[src/rtl/updown_counter_move_arbiter.sv]
// Round-robin arbiter that steers one shared up/down counter to a granted target by the shortest path.
// Optional move timeout is enabled with `define MOVE_TIMEOUT_EN.
module updown_counter_move_arbiter #(
    parameter int WIDTH   = 4,
    parameter int TIMEOUT = (1 << WIDTH) + 2
) (
    input  logic             clk,
    input  logic             rstn,
    input  logic [1:0]       req_i,
    input  logic [WIDTH-1:0] tgt0_i,
    input  logic [WIDTH-1:0] tgt1_i,
    input  logic [WIDTH-1:0] cnt_i,
    output logic [1:0]       gnt_o,
    output logic             up_o,
    output logic             down_o,
    output logic             busy_o,
    output logic             done_o,
    output logic             done_id_o,
    output logic             err_o
);

    typedef enum logic [1:0] {S_IDLE, S_MOVE, S_DONE} state_e;

    localparam logic [WIDTH-1:0] HALF = {1'b1, {(WIDTH-1){1'b0}}};

    state_e           state_q;
    logic [WIDTH-1:0] tgt_q;
    logic             id_q;
    logic             ptr_q;
    logic [1:0]       gnt_q;

    logic [WIDTH-1:0] diff;
    logic             at_tgt;
    logic             go_up;
    logic             tmo;
    logic             win;

    assign diff   = tgt_q - cnt_i;
    assign at_tgt = (diff == '0);
    // A tie at exactly half the range is resolved upward.
    assign go_up  = (diff <= HALF);

    // Single requester wins outright; on contention the side not holding the pointer wins.
    always_comb begin
        win = ~ptr_q;
        if (req_i == 2'b01)
            win = 1'b0;
        else if (req_i == 2'b10)
            win = 1'b1;
    end

`ifdef MOVE_TIMEOUT_EN
    localparam int TW = $clog2(TIMEOUT + 1);

    logic [TW-1:0] timer_q;
    logic          err_q;

    // timer_q counts MOVE cycles already spent, so this is the TIMEOUT-th MOVE cycle.
    assign tmo = (timer_q == TW'(TIMEOUT - 1));

    always_ff @(posedge clk or negedge rstn) begin
        if (!rstn) begin
            timer_q <= '0;
            err_q   <= 1'b0;
        end else begin
            if (state_q == S_IDLE && req_i != 2'b00)
                timer_q <= '0;
            else if (state_q == S_MOVE)
                timer_q <= timer_q + TW'(1);
            if (state_q == S_MOVE)
                err_q <= !at_tgt && tmo;
        end
    end

    assign err_o = (state_q == S_DONE) && err_q;
`else
    logic unused_timeout_cfg;

    assign unused_timeout_cfg = (TIMEOUT > 0);
    assign tmo   = 1'b0;
    assign err_o = 1'b0;
`endif

    always_ff @(posedge clk or negedge rstn) begin
        if (!rstn) begin
            state_q <= S_IDLE;
            tgt_q   <= '0;
            id_q    <= 1'b0;
            ptr_q   <= 1'b1;
            gnt_q   <= 2'b00;
        end else begin
            gnt_q <= 2'b00;
            case (state_q)
                S_IDLE: begin
                    if (req_i != 2'b00) begin
                        gnt_q   <= win ? 2'b10 : 2'b01;
                        id_q    <= win;
                        ptr_q   <= win;
                        tgt_q   <= win ? tgt1_i : tgt0_i;
                        state_q <= S_MOVE;
                    end
                end
                S_MOVE: begin
                    if (at_tgt || tmo)
                        state_q <= S_DONE;
                end
                S_DONE:  state_q <= S_IDLE;
                default: state_q <= S_IDLE;
            endcase
        end
    end

    assign up_o      = (state_q == S_MOVE) && !at_tgt && !tmo && go_up;
    assign down_o    = (state_q == S_MOVE) && !at_tgt && !tmo && !go_up;
    assign gnt_o     = gnt_q;
    assign busy_o    = (state_q != S_IDLE);
    assign done_o    = (state_q == S_DONE);
    assign done_id_o = (state_q == S_DONE) && id_q;

endmodule
[config.mk]
export PLATFORM = sky130hd
export DESIGN_NAME = updown_counter_move_arbiter
export DESIGN_NICKNAME = d
export VERILOG_FILES = /design/src/rtl/updown_counter_move_arbiter.sv
export SDC_FILE = /design/constraint.sdc
export NUM_CORES = 1
export LEC_CHECK = 0
export ABC_AREA = 1
export CAP_MARGIN = 5
export CORE_MARGIN = 2
export CORE_UTILIZATION = 28
export CTS_CLUSTER_SIZE = 14
export DETAILED_ROUTE_END_ITERATION = 10
export MAX_ROUTING_LAYER = met4
export SYNTH_ARGS = -nofsm -noshare
export SYNTH_HDL_FRONTEND = slang
export SYNTH_SLANG_ARGS = --single-unit
[constraint.sdc]
create_clock -name clk -period 2.1 [get_ports clk]
set_input_delay 0.42 -clock clk [delete_from_list [all_inputs] [get_ports clk]]
set_output_delay 0.42 -clock clk [all_outputs]
set_load 0.02 [all_outputs]
==> run summary <==
Outcome
- **outcome** completed

GRT
- **via count of the first global-routing pass** 620
- **first-pass GRT wire length** 2.50 mm
- **number of antenna violations at the first check in global routing** 0
- **met2 Usage GRT** 0.229
- **met1 usage** 0.130
- **global route overflow** 0
- **met3 global-route usage** 0.0343
- **Global Route Usage Sum** 0.129
- **largest net degree at the start of global routing** 11
- **grt peak-use layer** met2

Clock network
- **hold-fix buffer count after cts** 0
- **clock root buffer** sky130_fd_sc_hd__clkbuf_4
- **buffer levels on the longest clock path** 2
- **Clock Sinks** 10
- **worst skew pair latency** 260 ps
- **CTS tree** done
- **clock slew at the register clock pins of the worst setup and hold paths** 70 ps
- **TritonCTS buffer count** 3
- **H-tree Lvls** 1

Cells and area
- **area taken by multi-input logic gates** 438 µm²
- **share of post-route cells with drive strength above 1** 0.448
- **Storage cell area** 251 µm²
- **post-layout net count** 136
- **fillcell total** 229
- **count of antenna diodes in the layout** 0
- **Layout Area Growth over Synthesis** 70.2%
- **Final Util** 0.505

Setup path
- **number of cell instances on the worst register-to-register path** 15
- **Worst Setup End Kind** primary output
- **biggest fanout along the worst timing path** 3
- **CP peak stage delay** 240 ps
- **arrival time at the worst endpoint** 1670 ps
- **Data required, critical path** 1680 ps
- **Critical Path, Cell by Cell** dlygate4sd2_1 -> inv_2 -> ha_4 -> or2_4 -> nand2_2 -> nand2_2 -> nand2_4 -> nand2_2 -> nand2_2 -> nor2_2 -> buf_6
- **slowest stage cell on the critical path** sky130_fd_sc_hd__or2_4
- **crit path kind** input pin to primary output
- **kind of start point of the critical path** input pin
- **Crit path top cell by count** sky130_fd_sc_hd__nand2_2

STA
- **maximum clock frequency** 478 MHz
- **worst hold margin** 470 ps
- **total setup violations reported at the end of the flow** 0
- **Hold Violations, Final** 0
- **number of max-slew violations in the final report** 0
- **Final Critical Period** 2090 ps
- **Setup Skew** 4.75 ps
- **period utilisation layout** 0.996
- **Total Neg Setup Slack** 0 ps
- **setup repair after global routing missed its margin** yes

Synth
- **library cell occupying the most area in the post-synthesis netlist** sky130_fd_sc_hd__dfrtp_1
- **sequential element share of the synthesized area** 0.384
- **count of mapped cells out of synthesis** 81
- **post-synthesis sequential element count** 10
- **top cell type's share of synthesized area** 0.344
- **synthesized area** 656 µm²
- **biggest area contributors in the synthesized netlist** sky130_fd_sc_hd__dfrtp_1, sky130_fd_sc_hd__nand2_1, sky130_fd_sc_hd__inv_1
- **post-synthesis average cell area** 8.09 µm²
- **Unique masters post-synth** 22
- **net count of the mapped netlist** 100
- **count of synthesis-stage warnings from yosys** 0

Floorplan
- **die outline area** 2740 µm²
- **ports placed on the boundary** 24
- **DIE WIDTH** 52.4 µm
- **placement row count** 17
- **Initial Util** 0.296
- **area of the core** 2210 µm²
- **vertical die dimension** 52.4 µm

Power
- **Power per Cell Area** 1410 nW/µm²
- **logic gate share of total power** 0.699
- **internal power summed over all cells** 0.000903 W
- **switching power total** 0.000671 W
- **proportion of total power due to net switching** 0.426
- **worst-case vdd ir drop** 0.000687 V
- **relative contribution of the clock network to total power** 0.086
- **static leakage power** 0.546 nW
- **sequential cell fraction of total power** 0.215

Detailed routing
- **via-per-instance ratio** 4.26
- **WL/cell** 10.3 µm
- **Via Count** 613
- **wire length after detailed routing** 1.49 mm
- **violation count after the first detailed-route iteration** 3
- **# DRC** 0
- **antenna viol nets, final** 0
- **Pre-antenna DRT Iters** 2

Place
- **placer's final routability congestion estimate** 0.677
- **post-DP HPWL** 1.06 mm
- **count of input and output buffers** 22

Flow run
- **MaxCap Viol Count** 0

Worst hold path
- **worst hold-check path type** input pin to asynchronous set/reset pin

==> layout make-up <==
class,instances,area share
Clock buffer,4,0.0235
Sequential cell,10,0.225
Timing Repair Buffer,32,0.267
Tap cell,28,0.0314
Inverter,16,0.0605
Multi-Input combinational cell,54,0.392
==> flip-flops by register name, summed over array words and instances (netlist names) <==
name,flops
ptr_q,1
gnt_o,2
state_q,2
tgt_q,4
id_q,1
==> synthesized netlist by cell type <==
cell / n
sky130_fd_sc_hd__a21oi_1: 1
sky130_fd_sc_hd__buf_4: 1
sky130_fd_sc_hd__conb_1: 1
sky130_fd_sc_hd__dfrtp_1: 9
sky130_fd_sc_hd__dfstp_2: 1
sky130_fd_sc_hd__ha_1: 3
sky130_fd_sc_hd__inv_1: 14
sky130_fd_sc_hd__inv_4: 1
sky130_fd_sc_hd__inv_6: 1
sky130_fd_sc_hd__nand2_1: 23
sky130_fd_sc_hd__nand2_2: 2
sky130_fd_sc_hd__nand2_4: 3
sky130_fd_sc_hd__nand3_1: 2
sky130_fd_sc_hd__nand3_2: 2
sky130_fd_sc_hd__nor2_1: 7
sky130_fd_sc_hd__nor2_4: 2
sky130_fd_sc_hd__nor3_1: 2
sky130_fd_sc_hd__o211ai_2: 2
sky130_fd_sc_hd__o21ai_0: 1
sky130_fd_sc_hd__o21ai_2: 1
sky130_fd_sc_hd__o21ai_4: 1
sky130_fd_sc_hd__or2_1: 1
==> layer usage <==
metal  vias up  part of all wire  wire length, µm
met3         2             0.039               58
met4         0             0.011               17
met2        15              0.54              808
met1       281              0.41              603
met5         -                 0                0
li1        315                 -                -
==> timing repair <==
item                       in CTS  in global routing
hold endpoints to repair        0                  0
pin swaps                      11                 11
resized for setup              27                 17
setup buffers                   7                  1
setup endpoints to repair       2                  3
==> placed cells by master (no fill, tap or decap), types with 2 or more instances in the layout <==
cell / instances
sky130_fd_sc_hd__o211ai_2: 2
sky130_fd_sc_hd__inv_1: 11
sky130_fd_sc_hd__inv_2: 3
sky130_fd_sc_hd__nand3_2: 3
sky130_fd_sc_hd__clkdlybuf4s50_1: 17
sky130_fd_sc_hd__nor2_4: 3
sky130_fd_sc_hd__buf_6: 3
sky130_fd_sc_hd__dfrtp_1: 9
sky130_fd_sc_hd__clkbuf_4: 3
sky130_fd_sc_hd__buf_4: 9
sky130_fd_sc_hd__nand2_2: 8
sky130_fd_sc_hd__nand2_1: 14
sky130_fd_sc_hd__nor2_1: 5
sky130_fd_sc_hd__dlygate4sd2_1: 3
sky130_fd_sc_hd__nand2_4: 6
sky130_fd_sc_hd__ha_4: 3
==> critical path: cells and delay by family <==
family | cells | cell delay [ps]
simple gates | 7 | 620
buf+inv | 3 | 410
fa+ha+maj | 1 | 200
==> per-stage QoR <==
| stage | std cells | worst slack, ps | cell area (µm²) | power [W] |
|---|---|---|---|---|
| after global routing | 144 | -80.6 | 1120 | 0.00172 |
| after floorplan | 81 | 104 | 656 | 0.000803 |
| after detailed placement | 133 | -786 | 926 | 0.00107 |
| after global placement | 133 | -743 | 926 | 0.00106 |
| after CTS | 144 | -31.6 | 1050 | 0.00140 |
| final | 144 | 8.31 | 1120 | 0.00157 |
==> power by group through the flow <==
stage / logic, W / clock network, W / registers (W)
after global routing: 0.00122 / 0.000152 / 0.000351
after global placement: 0.000726 / 0 / 0.000332
after floorplan: 0.000466 / 0 / 0.000337
after detailed placement: 0.000737 / 0 / 0.000334
after CTS: 0.000923 / 0.000142 / 0.000341
final: 0.00110 / 0.000135 / 0.000339
==> logic make-up (layout without fill, tap and decap cells) <==
group / Yosys count / after routing / synth area share
buffers and inverters: 17 / 52 / 0.115
adder cells (fa/ha/maj): 3 / 3 / 0.0573
other: 1 / 1 / 0.00572
AND/OR/NAND/NOR: 44 / 44 / 0.347
AO/OA/AOI/OAI: 6 / 6 / 0.0916
flip-flops: 10 / 10 / 0.384
==> path summary, 6_finish.rpt <==
kind / slack, ps / start / to
min in group clk: 480 / ptr_q$_DFFE_PN1P_ / ptr_q$_DFFE_PN1P_
max in group asynchronous: 1290 / rstn / ptr_q$_DFFE_PN1P_
min: 470 / rstn / state_q[0]$_DFFE_PN0P_
min reg2reg: 480 / ptr_q$_DFFE_PN1P_ / ptr_q$_DFFE_PN1P_
max: 8 / cnt_i[2] / up_o
max reg2reg: 120 / tgt_q[1]$_DFFE_PN0P_ / state_q[0]$_DFFE_PN0P_
Power figures use the tool's default switching activity.
